**config.mk**
```make
export PLATFORM = sky130hd
export DESIGN_NAME = fp_add_sub_pipe
export DESIGN_NICKNAME = d
export VERILOG_FILES = /design/src/rtl/fp_add_sub_pipe.sv
export SDC_FILE = /design/constraint.sdc
export NUM_CORES = 1
export LEC_CHECK = 0
export CORE_MARGIN = 8
export CORE_UTILIZATION = 30
export DETAILED_ROUTE_END_ITERATION = 10
export HOLD_SLACK_MARGIN = 0.15
export RECOVER_POWER = 50
export SYNTH_ARGS = -nofsm -noshare
export SYNTH_HDL_FRONTEND = slang
export SYNTH_SLANG_ARGS = --single-unit
```
**constraint.sdc**
```tcl
create_clock -name clk -period 6.1 [get_ports clk]
set_input_delay 0.915 -clock clk [delete_from_list [all_inputs] [get_ports clk]]
set_output_delay 0.915 -clock clk [all_outputs]
set_load 0.05 [all_outputs]
```
**src/rtl/fp_add_sub_pipe.sv**
```systemverilog
// rtl/fp_add_sub_pipe.sv - three-stage IEEE-754 add/subtract with valid/ready, RNE, FTZ, flags and tag
module fp_add_sub_pipe #(
    parameter int EXP_BITS  = 8,
    parameter int MANT_BITS = 23,
    parameter int TAG_BITS  = 4
) (
    input  logic                          clk,
    input  logic                          reset,
    input  logic                          in_valid,
    output logic                          in_ready,
    input  logic [EXP_BITS+MANT_BITS:0]   a,
    input  logic [EXP_BITS+MANT_BITS:0]   b,
    input  logic                          operation_select,
    input  logic [TAG_BITS-1:0]           in_tag,
    output logic                          out_valid,
    input  logic                          out_ready,
    output logic [EXP_BITS+MANT_BITS:0]   result,
    output logic [TAG_BITS-1:0]           out_tag,
    output logic [3:0]                    flags
);
    localparam int WIDTH = 1 + EXP_BITS + MANT_BITS;
    localparam int SW    = MANT_BITS + 4;             // hidden + fraction + guard/round/sticky
    localparam int LZW   = $clog2(SW + 1);
    localparam int EW    = EXP_BITS + LZW + 1;        // signed working exponent
    localparam logic [EXP_BITS-1:0] EXP_MAX = {EXP_BITS{1'b1}};
    localparam logic [WIDTH-1:0]    QNAN    = {1'b0, EXP_MAX, 1'b1, {(MANT_BITS-1){1'b0}}};

    function automatic logic [LZW-1:0] lzc(input logic [SW-1:0] v);
        lzc = LZW'(SW);
        for (int i = 0; i < SW; i++)
            if (v[i]) lzc = LZW'(SW - 1 - i);
    endfunction

    // Handshake: each stage loads when empty or when its successor loads
    logic en1, en2, en3;
    logic v1_q, v2_q, out_valid_q;
    assign en3      = ~out_valid_q | out_ready;
    assign en2      = ~v2_q | en3;
    assign en1      = ~v1_q | en2;
    assign in_ready = en1;

    // ---------------- S1: unpack, specials, swap, align ----------------
    logic                  sa, sb, nan_a, nan_b, snan_a, snan_b, inf_a, inf_b, zero_a, zero_b, swap;
    logic [EXP_BITS-1:0]   ea, eb, big_e, small_e, diff;
    logic [MANT_BITS-1:0]  ma, mb;
    logic [SW-1:0]         sig_small, shifted;
    logic                  sp1_d, spnv1_d, sg1_d, sub1_d;
    logic [WIDTH-1:0]      spres1_d;
    logic [EXP_BITS-1:0]   e1_d;
    logic [SW-1:0]         bs1_d, ss1_d;

    assign sa     = a[WIDTH-1];
    assign sb     = b[WIDTH-1] ^ operation_select;
    assign ea     = a[WIDTH-2:MANT_BITS];
    assign eb     = b[WIDTH-2:MANT_BITS];
    assign ma     = a[MANT_BITS-1:0];
    assign mb     = b[MANT_BITS-1:0];
    assign nan_a  = (ea == EXP_MAX) && (ma != '0);
    assign nan_b  = (eb == EXP_MAX) && (mb != '0);
    assign snan_a = nan_a && !ma[MANT_BITS-1];
    assign snan_b = nan_b && !mb[MANT_BITS-1];
    assign inf_a  = (ea == EXP_MAX) && (ma == '0);
    assign inf_b  = (eb == EXP_MAX) && (mb == '0);
    assign zero_a = (ea == '0);                        // subnormals flush to zero here
    assign zero_b = (eb == '0);
    assign swap   = {ea, zero_a ? '0 : ma} < {eb, zero_b ? '0 : mb};

    // Special-value bypass decision and alignment of the smaller operand
    always_comb begin
        sp1_d    = nan_a | nan_b | inf_a | inf_b | (zero_a & zero_b);
        spnv1_d  = 1'b0;
        spres1_d = '0;
        if (nan_a | nan_b) begin
            spres1_d = QNAN;
            spnv1_d  = snan_a | snan_b;
        end else if (inf_a & inf_b) begin
            if (sa != sb) begin
                spres1_d = QNAN;
                spnv1_d  = 1'b1;
            end else begin
                spres1_d = {sa, EXP_MAX, {MANT_BITS{1'b0}}};
            end
        end else if (inf_a) begin
            spres1_d = {sa, EXP_MAX, {MANT_BITS{1'b0}}};
        end else if (inf_b) begin
            spres1_d = {sb, EXP_MAX, {MANT_BITS{1'b0}}};
        end else begin
            spres1_d = {sa & sb, {(WIDTH-1){1'b0}}};
        end

        sg1_d   = swap ? sb : sa;
        sub1_d  = sa ^ sb;
        big_e   = swap ? eb : ea;
        small_e = swap ? ea : eb;
        e1_d    = big_e;
        bs1_d   = {1'b1, swap ? mb : ma, 3'b000};
        sig_small = (swap ? zero_a : zero_b) ? '0 : {1'b1, swap ? ma : mb, 3'b000};
        diff    = big_e - small_e;
        shifted = sig_small >> diff;
        if (32'(diff) >= 32'(SW - 1))
            ss1_d = {{(SW-1){1'b0}}, |sig_small};
        else
            ss1_d = {shifted[SW-1:1], shifted[0] | (|(sig_small & ~({SW{1'b1}} << diff)))};
    end

    logic                 sp1_q, spnv1_q, sg1_q, sub1_q;
    logic [WIDTH-1:0]     spres1_q;
    logic [EXP_BITS-1:0]  e1_q;
    logic [SW-1:0]        bs1_q, ss1_q;
    logic [TAG_BITS-1:0]  tag1_q;

    // S1 register
    always_ff @(posedge clk or negedge reset) begin
        if (!reset) begin
            v1_q <= 1'b0; sp1_q <= 1'b0; spnv1_q <= 1'b0; sg1_q <= 1'b0; sub1_q <= 1'b0;
            spres1_q <= '0; e1_q <= '0; bs1_q <= '0; ss1_q <= '0; tag1_q <= '0;
        end else if (en1) begin
            v1_q <= in_valid;
            if (in_valid) begin
                sp1_q <= sp1_d; spnv1_q <= spnv1_d; sg1_q <= sg1_d; sub1_q <= sub1_d;
                spres1_q <= spres1_d; e1_q <= e1_d; bs1_q <= bs1_d; ss1_q <= ss1_d; tag1_q <= in_tag;
            end
        end
    end

    // ---------------- S2: significand add/subtract ----------------
    logic [SW:0]          sum2_d, sum2_q;
    logic                 sp2_q, spnv2_q, sg2_q;
    logic [WIDTH-1:0]     spres2_q;
    logic [EXP_BITS-1:0]  e2_q;
    logic [TAG_BITS-1:0]  tag2_q;

    assign sum2_d = sub1_q ? ({1'b0, bs1_q} - {1'b0, ss1_q}) : ({1'b0, bs1_q} + {1'b0, ss1_q});

    // S2 register
    always_ff @(posedge clk or negedge reset) begin
        if (!reset) begin
            v2_q <= 1'b0; sp2_q <= 1'b0; spnv2_q <= 1'b0; sg2_q <= 1'b0;
            spres2_q <= '0; e2_q <= '0; sum2_q <= '0; tag2_q <= '0;
        end else if (en2) begin
            v2_q <= v1_q;
            if (v1_q) begin
                sp2_q <= sp1_q; spnv2_q <= spnv1_q; sg2_q <= sg1_q;
                spres2_q <= spres1_q; e2_q <= e1_q; sum2_q <= sum2_d; tag2_q <= tag1_q;
            end
        end
    end

    // ---------------- S3: normalise, round, pack, flag ----------------
    logic [SW-1:0]          norm;
    logic [LZW-1:0]         lz;
    logic [EW-1:0]          exp_w, exp_r;
    logic [MANT_BITS+1:0]   rnd;
    logic [MANT_BITS-1:0]   mant;
    logic                   rup, nx;
    logic [WIDTH-1:0]       result_d;
    logic [3:0]             flags_d;

    // Normalisation, round-to-nearest-even and exception packing
    always_comb begin
        lz = lzc(sum2_q[SW-1:0]);
        if (sum2_q[SW]) begin
            norm  = {sum2_q[SW:2], sum2_q[1] | sum2_q[0]};
            exp_w = EW'(e2_q) + EW'(1);
        end else begin
            norm  = sum2_q[SW-1:0] << lz;
            exp_w = EW'(e2_q) - EW'(lz);
        end
        rup = norm[2] & (norm[1] | norm[0] | norm[3]);
        nx  = |norm[2:0];
        rnd = {1'b0, norm[SW-1:3]} + (MANT_BITS+2)'(rup);
        if (rnd[MANT_BITS+1]) begin
            exp_r = exp_w + EW'(1);
            mant  = rnd[MANT_BITS:1];
        end else begin
            exp_r = exp_w;
            mant  = rnd[MANT_BITS-1:0];
        end

        result_d = {sg2_q, exp_r[EXP_BITS-1:0], mant};
        flags_d  = {3'b000, nx};
        if (sp2_q) begin
            result_d = spres2_q;
            flags_d  = {spnv2_q, 3'b000};
        end else if (sum2_q == '0) begin
            result_d = '0;
            flags_d  = 4'b0000;
        end else if (!exp_r[EW-1] && (exp_r >= EW'(EXP_MAX))) begin
            result_d = {sg2_q, EXP_MAX, {MANT_BITS{1'b0}}};
            flags_d  = 4'b0101;
        end else if (exp_r[EW-1] || (exp_r == '0)) begin
            result_d = {sg2_q, {(WIDTH-1){1'b0}}};
            flags_d  = 4'b0011;
        end
    end

    logic [WIDTH-1:0]    result_q;
    logic [TAG_BITS-1:0] tag_q;
    logic [3:0]          flags_q;

    // Output register; holds while the consumer stalls
    always_ff @(posedge clk or negedge reset) begin
        if (!reset) begin
            out_valid_q <= 1'b0; result_q <= '0; tag_q <= '0; flags_q <= '0;
        end else if (en3) begin
            out_valid_q <= v2_q;
            if (v2_q) begin
                result_q <= result_d; tag_q <= tag2_q; flags_q <= flags_d;
            end
        end
    end

    assign out_valid = out_valid_q;
    assign result    = result_q;
    assign out_tag   = tag_q;
    assign flags     = flags_q;
endmodule

```
Word level (Yosys, flattened, before mapping)
Cells that the tools add are included.

storage, ports and cells
  bits of input ports = 73
  output and inout bits = 42
  logic and storage cells = 144
  register bits = 217

cells by class
  reduce and logical (&&, ||, !) cells = 25
  add/sub/neg operators = 7
  muxes and demuxes = 58
  shifts and indexed selects = 3
  magnitude comparators = 3
  bitwise logic cells = 23
  equality and inequality tests = 3

operator list
  operator                                                              count
  32-bit 2-to-1 mux                                                     7
  5-bit 2-to-1 mux                                                      26
  23-bit 2-to-1 mux                                                     5
  27-bit 2-to-1 mux                                                     3
  31-bit 2-to-1 mux                                                     2
  27-bit OR reduction                                                   2
  23-bit logical NOT                                                    2
  23-bit nonzero test                                                   2
  31-bit < comparator                                                   1
  27-bit by 27-bit adder with 28-bit output                             1
  28-bit logical NOT                                                    1
  14-bit 2-to-1 mux                                                     2
  28-bit 2-to-1 mux                                                     1
  27-bit by 27-bit subtractor with 28-bit output                        1
  27-bit bitwise AND                                                    1
  27-bit NOT                                                            1
  27-bit by 5-bit left shift with 27-bit output                         1
  27-bit by 8-bit left shift with 27-bit output (first input constant)  1
  27-bit by 8-bit >> shifter with 27-bit output                         1
  24-bit by 1-bit adder with 25-bit output                              1
  8-bit equality test (second input constant)                           2
  8-bit logical NOT                                                     2
  8-bit 2-to-1 mux                                                      2
  14-bit by 1-bit adder with 14-bit output (second input constant)      1
  other kinds (20)                                                      53

Longest topological paths before layout
  depth after elaboration = 40
  gate-level depth with buffers = 30
  mapped depth without buffers = 23

Least setup slack after synthesis
Ideal clock, no wire load.

  path kind = input to register
  start point = input port a[27]
  end point = register ss1_q[0]
  buffers on the path = 7
  data required time = 5.974 ns
  data arrival time = 7.742 ns
  library setup time = 0.126 ns
  setup slack = -1.768 ns
  stages on the path = 27
  cell sequence = or4_1 -> or2_2 -> clkbuf_1 -> clkbuf_1 -> and2_1 -> ha_1 -> a211oi_1 -> o21bai_1 -> a31oi_1 -> o21ai_0 -> nor3_1 -> buf_2 -> buf_2 -> clkbuf_1 -> clkbuf_1 -> buf_1 -> a22oi_1 -> ha_1 -> nor3b_1 -> o221ai_1 -> xnor2_1 -> o32ai_1 -> a211o_1 -> a22oi_1 -> o221a_2 -> nand4_1 -> a221o_1

between the ends
  longest elaborated chain between the ends = 11
  elaborated cells between the ends (all ways) = 18
  those cells by class = 1 x add/sub; 2 x order compare; 2 x shift; 7 x mux; 3 x bitwise; 3 x reduce/logical

ends and longest elaborated chain
  item                                           line    RTL
  from (decl)                                    11      input logic [EXP_BITS+MANT_BITS:0] a,
  8-bit logical NOT                              64      assign zero_a = (ea == '0);
  23-bit 2-to-1 mux                              66      assign swap = {ea, zero_a ? '0 : ma} < {eb, zero_b ? '0 : mb};
  31-bit < comparator                            66
  8-bit 2-to-1 mux, on equally long branches     93, 94
  8-bit subtractor                               98      diff = big_e - small_e;
  27-bit by 8-bit left shift with 27-bit output  103     ss1_d = {shifted[SW-1:1], shifted[0] | (|(sig_small & ~({SW{1'b1}} << diff)))};
  27-bit NOT                                     103
  27-bit bitwise AND                             103
  27-bit OR reduction                            103
  1-bit bitwise OR                               103
  27-bit 2-to-1 mux *                            100     if (32'(diff) >= 32'(SW - 1))
  to (signal assigned)                           116     spres1_q <= '0; e1_q <= '0; bs1_q <= '0; ss1_q <= '0; tag1_q <= '0;
  to (signal assigned)                           121     spres1_q <= spres1_d; e1_q <= e1_d; bs1_q <= bs1_d; ss1_q <= ss1_d; tag1_q <= in_tag;
  to (decl)                                      109     logic [SW-1:0] bs1_q, ss1_q;

Every way passes the cells marked *; elsewhere a longest branch is shown, timed or not.
A chain may end at the register's enable or synchronous reset.

Worst setup path after layout
  start point = input port a[24]
  end point = register ss1_q[5]

between the ends
  longest elaborated chain between the ends = 7
  elaborated cells between the ends (all ways) = 12
  those cells by class = 1 x add/sub; 2 x order compare; 1 x shift; 7 x mux; 1 x reduce/logical

ends and longest elaborated chain
  item                                                                                                             line     RTL
  8-bit logical NOT                                                                                                64
  23-bit 2-to-1 mux                                                                                                66
  31-bit < comparator                                                                                              66
  8-bit 2-to-1 mux, or another cell as far along                                                                   93       big_e = swap ? eb : ea;
  8-bit subtractor or 27-bit 2-to-1 mux (tied branches)                                                            98, 97
  27-bit by 8-bit >> shifter with 27-bit output or 8-bit by 5-bit >= comparator with 1-bit output (tied branches)  99, 100
  27-bit 2-to-1 mux *                                                                                              100

Marked as above.

==> impl_metrics.py <==
metrics = {
    "job": {
        "drv_cap": 3,
    },
    "timing": {
        "drv_slew": 204,
        "slew_headroom_pct": -199,
        "timing.final.hold_violations": 0,
        "fmax_mhz": 173,
        "setup_viol": 0,
        "rsz0062_at_grt": "no",
        "worst_pin_slew_ns": 4.49,
        "min_period_over_period_pct": 94.6,
        "clock_skew_ns": 0.0136,
        "period_minus_slack_ns": 5.77,
        "holdWs_ns": 0.476,
    },
    "cts": {
        "cts_buffer_depth": 2,
        "postCtsSetupBuffers": 0,
        "clock_latency_ns": 0.45,
        "htree_num_levels": 4,
        "cts-root-buf": "clkbuf_16",
        "cts_num_sinks": 159,
        "cts_buffers": 17,
        "clk_pin_slew_ns": 0.07,
        "cts_tree": "done",
    },
    "global_route": {
        "grt_pass1_vias": 16264,
        "grtUsageTotal_pct": 18.6,
        "grtUsageMet2_pct": 29.4,
        "met3_usage_pct": 2.48,
        "grt_pass1_wl_mm": 94.0,
        "antenna_found_initial": 0,
        "grt_max_degree": 103,
        "grt-ovfl-total": 0,
        "grtUsageMet1_pct": 25.5,
        "grt_most_used_layer": "met2",
    },
    "run_status": {
        "status": "finished, violations left",
        "violations": "max-capacitance violations, max-slew violations",
    },
    "power_and_ir_drop": {
        "leakage_nw": 8.48,
        "p_per_area_nw_per_um2": 420,
        "vdd.ir_drop.worst_mv": 0.230,
        "power_mw": 8.33,
    },
    "synth": {
        "synth_top_area_share_pct": 24.4,
        "synth_ff_type": "dfrtp_1",
        "ys_top_cells_by_area": "dfrtp_1 (24%), mux2i_1 (7.4%), ha_1 (6.8%)",
        "synth_top_area_cell": "dfrtp_1",
        "syn-num-nets": 2212,
        "async_reset_ff_share_pct": 100,
        "synth_warnings": 0,
        "ys_seq_area_share_pct": 24.4,
        "syn_inst": 2048,
        "syn_area_um2": 16300,
        "synth_edf_count": 0,
        "syn_area_per_cell_um2": 7.95,
        "synth_cell_type_count": 121,
        "ys_seq_elements": 159,
    },
    "die": {
        "die_area_um2": 62000,
        "rows": 85,
        "io_pins": 115,
        "floorplan.initialDensity_pct": 30.3,
        "dieWidth_um": 249,
        "die_h_um": 249,
        "core_um2": 53700,
    },
    "layout": {
        "final_nets": 2397,
        "final_cell_mix": "nand2_1 (278), buf_4 (178), o21ai_0 (160)",
        "syn2layout_area_growth_pct": 21.6,
        "drive_gt1_share_pct": 16.4,
        "num_antenna_cells": 0,
        "final_common_cell": "nand2_1",
    },
    "critical_path": {
        "end_kind": "register",
        "worstPathRequired_ns": 6.36,
        "cp-endpoint": "ss1_q[5]",
        "path_depth": 22,
        "cp_top_family": "simple AND/OR/NAND/NOR gates",
        "path_max_fanout": 25,
        "crit_buf_inv": 3,
        "crit_chain": "clkdlybuf4s50_1, or4_4, or2_4, and2_1, ha_1, a21oi_2, o21ai_2, nor3_2, a221oi_4, nor3_4, buf_4, mux2i_1, a211oi_1, a311oi_1, or3b_1, and4b_1, o311a_1, buf_4, nand2_1, nor3_1, a21oi_1, o21ai_0",
        "rrSetupSlack_ns": 0.44,
        "startpoint_type": "primary input",
        "arrival_ns": 6.03,
        "startpoint": "a[24]",
        "timing.rr.end": "flags[0]",
        "criticalPathCategory": "primary input to register",
        "crit_top_cell": "buf_4",
        "rr_worst_depth": 22,
        "slowest_delay_ns": 0.54,
        "reg2reg_from": "sum2_q[15]",
        "crit_slowest_cell": "or4_4",
    },
    "placement": {
        "portBuffers": 114,
        "gp_congestion": 0.981,
        "hpwl_mm": 47.6,
    },
    "hold_path": {
        "hold_start": "tag1_q[0]",
        "min_path_type": "register to register",
    },
    "routing": {
        "route.detailed.wl_per_inst_um": 20.2,
        "ant_nets": 0,
        "viasPerCell": 5.67,
        "num_vias": 16685,
        "drt_iter0_drc": 1437,
        "drc": 0,
        "wl_mm": 59.5,
        "dr.pass1.iters": 7,
    },
}
cell families (layout without fill, tap and decap cells):
kind of cell / Yosys count / in the layout / synth area share (%)
AO/OA/AOI/OAI: 608 / 608 / 25.1
adder cells (fa/ha/maj): 91 / 91 / 7.08
AND/OR/NAND/NOR: 756 / 756 / 23.2
XOR/XNOR: 62 / 62 / 3.33
flip-flops: 159 / 159 / 24.4
buffers and inverters: 219 / 417 / 7.04
multiplexers: 153 / 153 / 9.83
cell type report:
cell class / count / area [µm²]
fillers: 5503 / 33900
inverters: 87 / 339
well taps: 696 / 871
clock buffers: 18 / 439
clock inverters: 14 / 193
repair buffers: 298 / 2550
multi-input cells: 1670 / 11400
flip-flops and latches: 159 / 3980
per-stage QoR:
| step | util (%) | cell area (µm²) | worst slack [ns] | cells | TNS [ns] |
|---|---|---|---|---|---|
| final | 36.9 | 19800 | 0.329 | 2942 | 0 |
| after global routing | 36.9 | 19800 | 0.0136 | 2942 | 0 |
| after CTS | 36.9 | 19800 | 0.367 | 2942 | 0 |
| after detailed placement | 35.7 | 19200 | -0.109 | 2910 | -0.706 |
| after global placement | 35.7 | 19200 | 0.0391 | 2910 | 0 |
| after floorplan | - | 16700 | -0.123 | 2048 | -0.442 |
repair_timing:
| item | CTS | global route |
|---|---|---|
| endpoints found under the hold margin | 0 | 0 |
| endpoints found under the setup margin | 0 | 1 |
| resized for setup | 0 | 1 |
| hold buffers | 0 | 0 |
synth_stat cells (all sizes together), types with 26 or more instances:
library cell,number
nand2,283
nor2,140
a21oi,123
o21ai,178
a31oi,26
nor3,71
buf,40
nand3,57
xnor2,45
dfrtp,159
mux2,29
and2,43
mux2i,123
a211oi,29
ha,89
inv,87
clkbuf,91
nor4,30
worst min path at each step:
stage / cells past startpoint / slack (ns) / endpoint
after floorplan: 2 / 0.43 / out_tag[0]
after global placement: 2 / 0.45 / out_tag[3]
after detailed placement: 2 / 0.46 / tag1_q[3]
after CTS: 2 / 0.48 / out_tag[2]
after global routing: 2 / 0.50 / out_tag[2]
final: 2 / 0.48 / tag1_q[0]
power by group:
part	leakage [nW]	internal, mW	total [mW]	switching [mW]
clock	0.305	0.605	1.11	0.508
combinational	6.17	2.16	5.55	3.39
sequential	2.00	1.32	1.66	0.346
total	8.48	4.08	8.33	4.25
metal layers:
layer	share of wire, %	wire (µm)	vias to the layer above
met5	0	0	-
met4	3.4	2050	0
met3	5.8	3470	128
met2	45	26500	650
met1	46	27500	7953
li1	-	-	7954
registers in the layout (all words and copies together), names as in the netlist:
signal,count
tag1_q,4
out_tag,4
flags,4
spres2_q,3
sg2_q,1
sub1_q,1
sp2_q,1
spres1_q,3
e2_q,8
v2_q,1
ss1_q,27
result,32
sg1_q,1
spnv1_q,1
e1_q,8
tag2_q,4
out_valid,1
bs1_q,24
spnv2_q,1
v1_q,1
sum2_q,28
sp1_q,1
worst register-to-register path, stage by stage, from the launching register on:
cell and delay, ns:
dfrtp_1 0.55, or4_4 0.56, a31oi_4 0.44, nor4_4 0.11, nor2_4 0.13, inv_1 0.10, ha_1 0.22, fa_1 0.41
nor2b_1 0.14, o21ai_0 0.12, a21boi_0 0.30, o31ai_1 0.15, and3_1 0.24, and2_1 0.15, and2_2 0.19, and2_2 0.18
a21oi_1 0.13, o21bai_1 0.19, a211oi_1 0.13, a41o_1 0.26, a311oi_2 0.35, and2_4 0.33, a41oi_2 0.13
Note: power is estimated with default switching activity, not from simulation.
